$ cat config.mk
export PLATFORM = sky130hd
export DESIGN_NAME = kronos_xif_coproc_frontend
export DESIGN_NICKNAME = d
export VERILOG_FILES = /design/src/rtl/kronos_xif_coproc_frontend.sv
export SDC_FILE = /design/constraint.sdc
export NUM_CORES = 1
export LEC_CHECK = 0
export ABC_CLOCK_PERIOD_IN_PS = 12700
export BUFFER_PORTS_ARGS = -buffer_cell sky130_fd_sc_hd__buf_2
export CAP_MARGIN = 20
export CORE_MARGIN = 2
export CORE_UTILIZATION = 67
export CTS_CLUSTER_DIAMETER = 60
export DETAILED_ROUTE_END_ITERATION = 8
export PLACE_DENSITY = 0.87
export SYNTH_ARGS = -nofsm -noshare
export SYNTH_HDL_FRONTEND = slang
export SYNTH_SLANG_ARGS = --single-unit
$ cat constraint.sdc
create_clock -name clk_i -period 12.7 [get_ports clk_i]
set_input_delay 2.54 -clock clk_i [delete_from_list [all_inputs] [get_ports clk_i]]
set_output_delay 2.54 -clock clk_i [all_outputs]
set_load 0.02 [all_outputs]
$ cat src/rtl/kronos_xif_coproc_frontend.sv
// Coprocessor-side CORE-V-XIF frontend: issue/commit/result termination, an ID-ordered queue and a small ALU.
// Optional protocol checker (sticky err_o) is enabled by defining KRONOS_XIF_ERR_CHECK_EN.
module kronos_xif_coproc_frontend #(
  parameter int unsigned X_ID_WIDTH    = 4,
  parameter int unsigned X_RFR_WIDTH   = 32,
  parameter int unsigned DEPTH         = 4,
  parameter logic [6:0]  ACCEPT_OPCODE = 7'b0001011
) (
  input  logic                   clk_i,
  input  logic                   rst_ni,
  input  logic                   issue_valid_i,
  output logic                   issue_ready_o,
  input  logic [31:0]            issue_instr_i,
  input  logic [X_ID_WIDTH-1:0]  issue_id_i,
  input  logic [X_RFR_WIDTH-1:0] issue_rs1_i,
  input  logic [X_RFR_WIDTH-1:0] issue_rs2_i,
  input  logic [1:0]             issue_rs_valid_i,
  output logic                   issue_accept_o,
  output logic                   issue_writeback_o,
  input  logic                   commit_valid_i,
  input  logic [X_ID_WIDTH-1:0]  commit_id_i,
  input  logic                   commit_kill_i,
  output logic                   result_valid_o,
  input  logic                   result_ready_i,
  output logic [X_ID_WIDTH-1:0]  result_id_o,
  output logic [X_RFR_WIDTH-1:0] result_data_o,
  output logic [4:0]             result_rd_o,
  output logic                   result_we_o,
  output logic                   result_exc_o
`ifdef KRONOS_XIF_ERR_CHECK_EN
  ,
  output logic                   err_o
`endif
);

  localparam int unsigned PTR_W = $clog2(DEPTH);
  localparam int unsigned CNT_W = PTR_W + 1;

  function automatic logic [X_RFR_WIDTH-1:0] alu(input logic [2:0] f,
                                                 input logic [X_RFR_WIDTH-1:0] a,
                                                 input logic [X_RFR_WIDTH-1:0] b);
    logic signed [X_RFR_WIDTH-1:0] sa, sb;
    sa = a;
    sb = b;
    case (f)
      3'b000:  alu = a + b;
      3'b001:  alu = a - b;
      3'b010:  alu = a ^ b;
      3'b011:  alu = a & b;
      3'b100:  alu = a | b;
      3'b101:  alu = a << b[4:0];
      3'b110:  alu = a >> b[4:0];
      default: alu = {{(X_RFR_WIDTH-1){1'b0}}, (sa < sb)};
    endcase
  endfunction

  logic                   q_vld_q  [DEPTH];
  logic                   q_cmt_q  [DEPTH];
  logic                   q_kill_q [DEPTH];
  logic [X_ID_WIDTH-1:0]  q_id_q   [DEPTH];
  logic [2:0]             q_f3_q   [DEPTH];
  logic [4:0]             q_rd_q   [DEPTH];
  logic [X_RFR_WIDTH-1:0] q_rs1_q  [DEPTH];
  logic [X_RFR_WIDTH-1:0] q_rs2_q  [DEPTH];
  logic                   q_vld_d  [DEPTH];
  logic                   q_cmt_d  [DEPTH];
  logic                   q_kill_d [DEPTH];
  logic [X_ID_WIDTH-1:0]  q_id_d   [DEPTH];
  logic [2:0]             q_f3_d   [DEPTH];
  logic [4:0]             q_rd_d   [DEPTH];
  logic [X_RFR_WIDTH-1:0] q_rs1_d  [DEPTH];
  logic [X_RFR_WIDTH-1:0] q_rs2_d  [DEPTH];

  logic [PTR_W-1:0]       head_q, head_d, tail_q, tail_d;
  logic [CNT_W-1:0]       count_q, count_d;
  logic                   res_vld_q, res_vld_d;
  logic [X_ID_WIDTH-1:0]  res_id_q, res_id_d;
  logic [X_RFR_WIDTH-1:0] res_data_q, res_data_d;
  logic [4:0]             res_rd_q, res_rd_d;

  logic accept_rule, push, pop, load, head_match, head_ok, head_kill;
  logic unused_instr;

  assign unused_instr      = ^issue_instr_i[31:15];
  assign accept_rule       = (issue_instr_i[6:0] == ACCEPT_OPCODE) && (&issue_rs_valid_i);
  assign issue_ready_o     = (count_q != CNT_W'(DEPTH));
  assign issue_accept_o    = issue_valid_i && accept_rule;
  assign issue_writeback_o = issue_valid_i && accept_rule;
  assign push              = issue_valid_i && issue_ready_o && accept_rule;

  // Head decision sees this cycle's commit directly so a commit on the head costs no extra cycle.
  assign head_match = commit_valid_i && q_vld_q[head_q] && (q_id_q[head_q] == commit_id_i);
  assign head_ok    = q_vld_q[head_q] && (q_cmt_q[head_q] || (head_match && !commit_kill_i));
  assign head_kill  = q_vld_q[head_q] && !head_ok &&
                      (q_kill_q[head_q] || (head_match && commit_kill_i));
  assign load       = head_ok && (!res_vld_q || result_ready_i);
  assign pop        = load || head_kill;

`ifdef KRONOS_XIF_ERR_CHECK_EN
  logic err_q, err_d, commit_hit, commit_dup, id_dup;
  assign err_o = err_q;
`endif

  always_comb begin
    q_vld_d    = q_vld_q;
    q_cmt_d    = q_cmt_q;
    q_kill_d   = q_kill_q;
    q_id_d     = q_id_q;
    q_f3_d     = q_f3_q;
    q_rd_d     = q_rd_q;
    q_rs1_d    = q_rs1_q;
    q_rs2_d    = q_rs2_q;
    head_d     = head_q;
    tail_d     = tail_q;
    count_d    = count_q + CNT_W'(push) - CNT_W'(pop);
    res_vld_d  = res_vld_q;
    res_id_d   = res_id_q;
    res_data_d = res_data_q;
    res_rd_d   = res_rd_q;
`ifdef KRONOS_XIF_ERR_CHECK_EN
    commit_hit = 1'b0;
    commit_dup = 1'b0;
    id_dup     = 1'b0;
`endif

    for (int i = 0; i < DEPTH; i++) begin
      if (commit_valid_i && q_vld_q[i] && (q_id_q[i] == commit_id_i)) begin
`ifdef KRONOS_XIF_ERR_CHECK_EN
        commit_hit = 1'b1;
        if (q_cmt_q[i] || q_kill_q[i]) commit_dup = 1'b1;
`endif
        if (commit_kill_i) q_kill_d[i] = 1'b1;
        else               q_cmt_d[i]  = 1'b1;
      end
`ifdef KRONOS_XIF_ERR_CHECK_EN
      if (q_vld_q[i] && (q_id_q[i] == issue_id_i)) id_dup = 1'b1;
`endif
    end

    if (load) begin
      res_vld_d  = 1'b1;
      res_id_d   = q_id_q[head_q];
      res_rd_d   = q_rd_q[head_q];
      res_data_d = alu(q_f3_q[head_q], q_rs1_q[head_q], q_rs2_q[head_q]);
    end else if (result_ready_i) begin
      res_vld_d  = 1'b0;
    end

    if (pop) begin
      q_vld_d[head_q] = 1'b0;
      head_d          = head_q + PTR_W'(1);
    end

    // Tail slot is never the popped head: they coincide only when empty (no pop) or full (no push).
    if (push) begin
      q_vld_d[tail_q]  = 1'b1;
      q_cmt_d[tail_q]  = 1'b0;
      q_kill_d[tail_q] = 1'b0;
      q_id_d[tail_q]   = issue_id_i;
      q_f3_d[tail_q]   = issue_instr_i[14:12];
      q_rd_d[tail_q]   = issue_instr_i[11:7];
      q_rs1_d[tail_q]  = issue_rs1_i;
      q_rs2_d[tail_q]  = issue_rs2_i;
      tail_d           = tail_q + PTR_W'(1);
    end

`ifdef KRONOS_XIF_ERR_CHECK_EN
    err_d = err_q || (commit_valid_i && !commit_hit) || commit_dup || (push && id_dup);
`endif
  end

  always_ff @(posedge clk_i or negedge rst_ni) begin
    if (!rst_ni) begin
      for (int i = 0; i < DEPTH; i++) begin
        q_vld_q[i]  <= 1'b0;
        q_cmt_q[i]  <= 1'b0;
        q_kill_q[i] <= 1'b0;
        q_id_q[i]   <= '0;
        q_f3_q[i]   <= '0;
        q_rd_q[i]   <= '0;
        q_rs1_q[i]  <= '0;
        q_rs2_q[i]  <= '0;
      end
      head_q     <= '0;
      tail_q     <= '0;
      count_q    <= '0;
      res_vld_q  <= 1'b0;
      res_id_q   <= '0;
      res_data_q <= '0;
      res_rd_q   <= '0;
`ifdef KRONOS_XIF_ERR_CHECK_EN
      err_q      <= 1'b0;
`endif
    end else begin
      q_vld_q    <= q_vld_d;
      q_cmt_q    <= q_cmt_d;
      q_kill_q   <= q_kill_d;
      q_id_q     <= q_id_d;
      q_f3_q     <= q_f3_d;
      q_rd_q     <= q_rd_d;
      q_rs1_q    <= q_rs1_d;
      q_rs2_q    <= q_rs2_d;
      head_q     <= head_d;
      tail_q     <= tail_d;
      count_q    <= count_d;
      res_vld_q  <= res_vld_d;
      res_id_q   <= res_id_d;
      res_data_q <= res_data_d;
      res_rd_q   <= res_rd_d;
`ifdef KRONOS_XIF_ERR_CHECK_EN
      err_q      <= err_d;
`endif
    end
  end

  assign result_valid_o = res_vld_q;
  assign result_id_o    = res_id_q;
  assign result_data_o  = res_data_q;
  assign result_rd_o    = res_rd_q;
  assign result_we_o    = res_vld_q;
  assign result_exc_o   = 1'b0;

endmodule

### After elaboration in Yosys (flattened, before gate mapping)

Cells that the tools add are included.
Widths: inputs -> output; s select.

* input port bits: 112
* register bits after elaboration: 365
* logic and storage cells: 172
* output and inout bits: 47

* shift operators: 2
* equal/unequal tests: 13
* magnitude comparators: 5
* reduce and logical (&&, ||, !) cells: 32
* bitwise gates (word level): 11
* mux-type cells: 64
* add/subtract/negate cells: 6

Operator list (count)
* $bwmux 128: 2
* $pmux 32 s7: 1
* $mux 32: 5
* $bmux 32 s2: 2
* $demux 32 s2: 1
* $add 32x32->32: 1
* $and 32x32->32: 1
* $lt 32x32->1: 1
* $or 32x32->32: 1
* $shl 32x5->32: 1
* $shr 32x5->32: 1
* $sub 32x32->32: 1
* $xor 32x32->32: 1
* $mux 4: 7
* $mux 1: 26
* $logic_and 1x1->1: 22
* $bwmux 20: 1
* $eq 4x4->1: 5
* $bwmux 16: 1
* $mux 5: 3
* $and 4x4->4: 3
* $bwmux 12: 1
* $bmux 5 s2: 1
* $demux 5 s2: 1
* 25 further kinds: 43

### Logic depth before layout (Yosys ltp)

Gate-level depths: netlist (run 1).

* depth in word-level cells: 16
* mapped depth: 20
* gate-level depth less buffers: 15

### Least setup slack after synthesis (run 1)

OpenSTA, ideal clock, no wires.

* path kind: input port to output port
* start point: input port issue_instr_i[5]
* end point: output port issue_writeback_o
* stages: 4
* data required time: 10.160 ns
* arrival: 3.491 ns
* buffers on the path: 1
* setup slack: 6.669 ns
* cell sequence: nor4b_1 > nand3_1 > nor2_1 > buf_4

* word-level cells in the longest chain between the ends: 3

Ends and longest elaborated chain
* start: declaration: RTL line 13 `input logic [31:0] issue_instr_i,`
* $eq 7x4->1: RTL line 85 `assign accept_rule = (issue_instr_i[6:0] == ACCEPT_OPCODE) && (&issue_rs_valid_i);`
* $logic_and 1x1->1: RTL line 85
* $logic_and 1x1->1
* end: declaration: RTL line 19 `output logic issue_writeback_o,`

Every way passes these cells.

### Final worst setup path (run 1)

* start point: input port issue_instr_i[5]
* end point: output port issue_accept_o

* word-level cells in the longest chain between the ends: 3

Ends and longest elaborated chain
* $eq 7x4->1: RTL line 85
* $logic_and 1x1->1: RTL line 85
* $logic_and 1x1->1: RTL line 87 `assign issue_accept_o = issue_valid_i && accept_rule;`
* end: declaration: RTL line 18 `output logic issue_accept_o,`

Every way passes these cells.

==> impl_metrics.tcl, run 1 <==
set metrics [dict create \
    p_leak_nw 12.47 \
    cts_max_level 2 \
    avgRoutedWirePerCell_um 30.78 \
    p_comb_share_pct 2.9 \
    p_clk_share_pct 49.5 \
    p_per_area_mw_per_mm2 92.08 \
    drc_errors 0 \
    clk_path_buf_depth 3 \
    cts_tree "done" \
    hpwl_um 60010 \
    netlist_instances 2366 \
    cts_made_buffers 41 \
    grt_pass1_wl_um 134800 \
    synthArstFlopShare_pct 100.0 \
    slew_viol_final 0 \
    clock-sinks 365 \
    ys_top_cells_by_count "dfrtp_1 (365), mux2_2 (332), nand2_1 (180)" \
    p_seq_share_pct 47.6 \
    synth_edf_count 0 \
    yosysTopAreaCell "dfrtp_1" \
    fmax_ghz 0.1645 \
    skew_ns 0.05062 \
    drive_gt1_share_pct 28.35 \
    synth.yosys.seq_area_share_pct 37.12 \
    cts_hold_buf 0 \
    cts_setup_buffers 0 \
    drt_wl_total_um 89970 \
    path_cells "buf_2 > nor4b_1 > nand3_1 > nor2_1 > buf_2" \
    antenna_left 0 \
    cts-root-buf "clkbuf_16" \
    io_pins 159 \
    switching_share_pct 23.21 \
    ys_seq_elements 365 \
    fin_crit_ns 6.080 \
    path_class "primary input to primary output" \
    syn_nets 2590 \
    fillers 2325 \
    grt_overflow 0 \
    die_area_mm2 0.03828 \
    min_path_type "flop to flop" \
    synth_top_flop_cell "dfrtp_1" \
    grt_pass1_vias 21285 \
    slew_headroom_pct 21.23 \
    firstDrtPassIters 6 \
    routabilityCongestion 1.010 \
    finalHoldViolCount 0 \
    antenna_found_initial 9 \
    start_util_pct 67.70 \
    worst_slew_pin_slew_ns 1.182 \
    numPortBuffers 140 \
    slowest_stage "nor4b_1" \
    fin_ws_ns 6.620 \
    drt_iter0_drc 2929 \
    avgSynthCellArea_um2 10.40 \
    fin_nets 2640 \
    grt_usage_pct 46.91 \
    ys_top_cells_by_area "dfrtp_1 (37%), mux2_2 (15%), mux4_2 (7.2%)" \
    grt_start_max_net_pins 89 \
    ys_types 97 \
    finalCritPeriodShare_pct 47.88 \
    yosysMostFrequentCell "dfrtp_1" \
    cp-start-kind "primary input" \
    ctsResizeCount 0 \
    core_area_mm2 0.03635 \
    cp-end-kind "primary output" \
    critPathRequiredTime_ns 10.16 \
    clock_latency_ns 0.60 \
    clkSlewWorstSetupHoldPaths_ns 0.05 \
    area_delta_synth_final_pct 9.178 \
    setup_viol 0 \
    tns_ns 0 \
    cp_data_arrival_time_ns 3.54 \
    vias 21560 \
    die_h_um 195.6 \
    die_x_um 195.6 \
    final_core_util_pct 73.91 \
    rsz0062_at_grt "false" \
    peakVddDrop_mv 0.1651 \
    p_int_mw 1.900 \
    viasPerCell 7.376 \
    p_switching_mw 0.5743 \
    crit_top_cell "buf_2" \
    maxCapViolCount 0 \
    yosysWarnings 0 \
    row_count 70 \
    crit_fanout 3 \
    synth_top_area_share_pct 37.12 \
    post-place-ws_ns 6.738 \
    critPathMaxStageDelay_ns 0.30 \
    status "finished, final reports clean" \
    synthesis.area_mm2 0.02461 \
]
## critical path, delay by kind of cell
| kind | cells | cell delay (ns) |
|---|---|---|
| buf+inv | 2 | 0.32 |
| simple gates | 3 | 0.67 |
## path summary, 6_finish.rpt
check	slack (ns)	cells after the start	to	start
hold / removal	0.47	2	result_data_o[18]	result_data_o[18]
min in group asynchronous	1.94	1	q_rs2_q[82]	rst_ni
setup / recovery	6.62	5	issue_accept_o	issue_instr_i[5]
hold reg to reg	0.47	2	result_data_o[18]	result_data_o[18]
setup reg to reg	6.66	17	result_data_o[30]	head_q[1]
max in group asynchronous	8.84	4	q_rs1_q[75]	rst_ni
## cells by family (layout without fill, tap and decap cells)
kind of cell / count (synthesis) / in the layout / synth area share [%]
simple gates: 515 / 515 / 9.499
mux: 513 / 513 / 26.67
flops: 365 / 365 / 37.12
xor+xnor: 42 / 42 / 1.556
fa+ha+maj: 112 / 112 / 5.787
other cells: 1 / 8 / 0.01524
buf+inv: 286 / 368 / 5.009
compound gates: 532 / 532 / 14.35
## state kept, by name (all words and copies together) (netlist names), 5 cells and up
register       cells
q_rs1_q          128
q_rs2_q          128
result_data_o     32
q_rd_q            20
q_id_q            16
q_f3_q            12
result_rd_o        5
## through the flow
step                cell area (um^2)  cells  power, mW  hold WS [ns]
floorplan                      24610   2366      1.211        0.4631
global placement               25420   2839      1.257        0.4559
detailed placement             25430   2840      1.265        0.4648
CTS                            26820   2915      2.469        0.4757
global route                   26850   2919      2.522        0.5111
finish                         26860   2923      2.474        0.4675
## cell usage in the layout, fill, tap and decap left out, types with 9 or more instances in the layout
cell type  netlist  routed
nand2b_1        15      15
clkbuf_8         0      11
o21ai_1         10       9
nor2_1         159     159
o21ai_0         97      97
a21oi_1        137     137
buf_2           36     139
nor2b_1         11      11
o211ai_1        37      37
nand3_1         35      35
clkbuf_16        0      41
o221ai_1        14      14
mux2_2         332     332
inv_1          110     110
a31oi_1         29      29
buf_4           14      33
xnor2_1         33      33
a221oi_1         9       9
mux2i_1         99      99
ha_1           109     109
nor4_1           9       9
a211oi_1        19      19
a21o_1          17      17
mux4_2          79      79
nand4_1          9       9
o21a_1          14      14
or3_1           14      14
o22ai_1         35      35
dfrtp_1        365     363
o21bai_1        10      10
o31ai_1         10      10
nor3_1          38      37
nand2_1        180     176
## final cells by class
class	instances	area (um^2)	area share, %
well taps	468	585.6	2.180
flip-flops and latches	365	9141	34.03
repair buffers	175	989.7	3.684
clock buffers	58	1200	4.466
diodes	7	17.52	0.06520
clock inverters	17	191.4	0.7126
multi-input cells	1715	14290	53.20
inverters	118	446.7	1.663
## routing by layer
metal	GRT usage (%)	share of wire, %	up-vias
li1	-	-	8817
met1	62.68	37	10580
met2	73.03	45	1745
met3	9.896	12	414
met4	23.92	6.1	4
met5	0	0.026	-
## power groups by stage
| stage | combinational (mW) | clock, mW | sequential (mW) |
|---|---|---|---|
| floorplan | 0.0157 | 0 | 1.20 |
| global placement | 0.0619 | 0 | 1.20 |
| detailed placement | 0.0682 | 0 | 1.20 |
| CTS | 0.0711 | 1.22 | 1.18 |
| global route | 0.0805 | 1.27 | 1.18 |
| finish | 0.0725 | 1.22 | 1.18 |
(Power assumes the default switching activity.)
==> run 2, diff against run 1 <==
--- a/config.mk
+++ b/config.mk
@@ -5,14 +5,15 @@
 export SDC_FILE = /design/constraint.sdc
 export NUM_CORES = 1
 export LEC_CHECK = 0
-export ABC_CLOCK_PERIOD_IN_PS = 12700
+export ABC_AREA = 1
+export ABC_CLOCK_PERIOD_IN_PS = 5600
 export BUFFER_PORTS_ARGS = -buffer_cell sky130_fd_sc_hd__buf_2
 export CAP_MARGIN = 20
 export CORE_MARGIN = 2
-export CORE_UTILIZATION = 67
+export CORE_UTILIZATION = 62
 export CTS_CLUSTER_DIAMETER = 60
 export DETAILED_ROUTE_END_ITERATION = 8
-export PLACE_DENSITY = 0.87
+export PLACE_DENSITY = 0.81
 export SYNTH_ARGS = -nofsm -noshare
 export SYNTH_HDL_FRONTEND = slang
 export SYNTH_SLANG_ARGS = --single-unit
==> constraint.sdc (replaced) <==
create_clock -name clk_i -period 5.6 [get_ports clk_i]
set_input_delay 1.12 -clock clk_i [delete_from_list [all_inputs] [get_ports clk_i]]
set_output_delay 1.12 -clock clk_i [all_outputs]
set_load 0.02 [all_outputs]
==> impl_metrics.tcl, run 2 <==
set metrics [dict create \
    synthesis.area_mm2 0.02546 \
    fillers 3574 \
    grt_pass1_wl_um 139200 \
    fmax_ghz 0.2109 \
    die_x_um 206.7 \
    grt_overflow 0 \
    cts_made_buffers 39 \
    routabilityCongestion 1.099 \
    layout_commonest_cell "nand2_1" \
    antenna_found_initial 9 \
    vias 26686 \
    viasPerCell 6.057 \
    critPathRequiredTime_ns 6.08 \
    cts-root-buf "clkbuf_16" \
    maxCapViolCount 0 \
    io_pins 159 \
    clkSlewWorstSetupHoldPaths_ns 0.07 \
    min_path_type "primary input to async pin" \
    hpwl_um 64450 \
    layout_common_cells "nand2_1 (1197), nand3_1 (471), inv_1 (413), o21ai_0 (412), dfrtp_1 (363)" \
    finalHoldViolCount 0 \
    whs_ns 0.4661 \
    rsz0062_at_grt "false" \
    cp-start-kind "flop" \
    cp-end-kind "flop" \
    status "finished, final reports clean" \
    synth_top_area_share_pct 35.87 \
    cts_max_level 2 \
    ys_top_cells_by_count "nand2_1 (1204), nand3_1 (471), inv_1 (413)" \
    ys_seq_elements 365 \
    design_area_mm2 0.02767 \
    cp_data_arrival_time_ns 5.23 \
    grt_start_max_net_pins 167 \
    final_core_util_pct 68.08 \
    crit_fanout 41 \
    grt_usage_pct 43.09 \
    rr_startpoint "head_q[1]" \
    numPortBuffers 140 \
    fin_ws_ns 0.8593 \
    area_delta_synth_final_pct 8.677 \
    ys_types 50 \
    path_class "flop to flop" \
    slew_viol_final 0 \
    cts_setup_buffers 0 \
    drc_errors 0 \
    p_leak_nw 13.95 \
    netlist_instances 3825 \
    worst_slew_pin_slew_ns 0.9586 \
    synth_edf_count 0 \
    die_h_um 206.7 \
    drt_iter0_drc 3563 \
    startpoint "head_q[1]" \
    cts_tree "done" \
    die_area_mm2 0.04271 \
    synth.yosys.seq_area_share_pct 35.87 \
    placed_cell_area_mm2 0.02632 \
    drt_wl_total_um 91820 \
    clk_path_buf_depth 3 \
    clock-sinks 365 \
    drive_gt1_share_pct 7.696 \
    synthArstFlopShare_pct 100.0 \
    slew_headroom_pct 36.09 \
    ys_top_cells_by_area "dfrtp_1 (36%), nand2_1 (18%), nand3_1 (9.3%)" \
    yosysMostFrequentCell "nand2_1" \
    tns_ns 0 \
    fin_crit_ns 4.741 \
    row_count 74 \
    post-place-ws_ns 1.107 \
    peakVddDrop_mv 0.2578 \
    avgRoutedWirePerCell_um 20.84 \
    antenna_left 0 \
    fin_nets 4068 \
    skew_ns 0.03520 \
    cts_hold_buf 0 \
    yosysWarnings 0 \
    core_area_mm2 0.04065 \
    setup_viol 0 \
    start_util_pct 62.65 \
    clock_latency_ns 0.59 \
    p_per_area_mw_per_mm2 197.9 \
    syn_nets 4049 \
    grt_pass1_vias 24453 \
    ctsResizeCount 0 \
    finalCritPeriodShare_pct 84.66 \
    firstDrtPassIters 8 \
    synth_top_flop_cell "dfrtp_1" \
    avgSynthCellArea_um2 6.657 \
    yosysTopAreaCell "dfrtp_1" \
]
run 2: kinds of logic (layout without fill, tap and decap cells):
family | after synthesis | after routing | share of synthesized area [%]
AND/OR/NAND/NOR | 1998 | 1998 | 32.87
AO/OA/AOI/OAI | 694 | 694 | 14.89
buffers and inverters | 637 | 684 | 10.14
flip-flops | 365 | 365 | 35.87
adder cells (fa/ha/maj) | 112 | 112 | 5.592
XOR/XNOR | 17 | 17 | 0.5847
other | 1 | 3 | 0.01473
multiplexers | 1 | 1 | 0.03931
run 2: path summary, 6_finish.rpt:
kind                                          end  slack (ns)  cells after the start
worst max register to register  result_data_o[30]        0.86                     19
worst min-delay path                   q_id_q[14]        0.47                      1
max in group asynchronous             q_rs1_q[72]        4.00                      2
worst min register to register  result_data_o[29]        0.47                      2
worst max-delay path            result_data_o[30]        0.86                     19
min in group clk_i              result_data_o[29]        0.47                      2
run 2: layout make-up:
class / count / area, um^2 / share of cell area, %
clock buffer: 54 / 1162 / 4.200
clock inverter: 15 / 191.4 / 0.6917
multi-input combinational: 2823 / 13790 / 49.82
timing repair buffer: 190 / 1124 / 4.060
tap: 532 / 665.6 / 2.405
antenna: 2 / 5.005 / 0.01808
inverter: 425 / 1600 / 5.783
sequential: 365 / 9139 / 33.02
run 2: routing by layer:
metal,global-route usage (%),routed length (um),up-vias
met3,11.29,10030,354
met4,28.19,6922,6
met2,63.99,39030,1391
li1,-,-,12468
met1,55.74,35800,12467
met5,0,41,-
run 2: power breakdown:
part	leakage (nW)	total (mW)	internal, mW	switching, mW
clock	0.665	2.71	1.56	1.15
combinational	8.20	0.133	0.0348	0.0986
sequential	5.08	2.64	2.64	0.000167
total	13.9	5.48	4.23	1.24
run 2: per-stage QoR:
step	power (mW)	cells
floorplan	2.717	3825
global placement	2.819	4335
detailed placement	2.821	4335
CTS	5.485	4404
global route	5.617	4405
finish	5.478	4406
run 2: worst max-delay path, stage by stage, from the launching register on:
cell	delay, ns
dfrtp_2	0.54
inv_4	0.43
buf_4	0.36
a21oi_1	0.07
a32oi_1	0.49
inv_1	0.14
ha_1	0.58
inv_1	0.18
a21oi_1	0.24
o21ai_0	0.25
a21oi_1	0.32
nor2_1	0.08
nor2_1	0.12
nand3_1	0.08
nand3_1	0.10
nand2_1	0.05
nor2_1	0.27
nand2_1	0.16
nand2_1	0.10
nand2_1	0.05
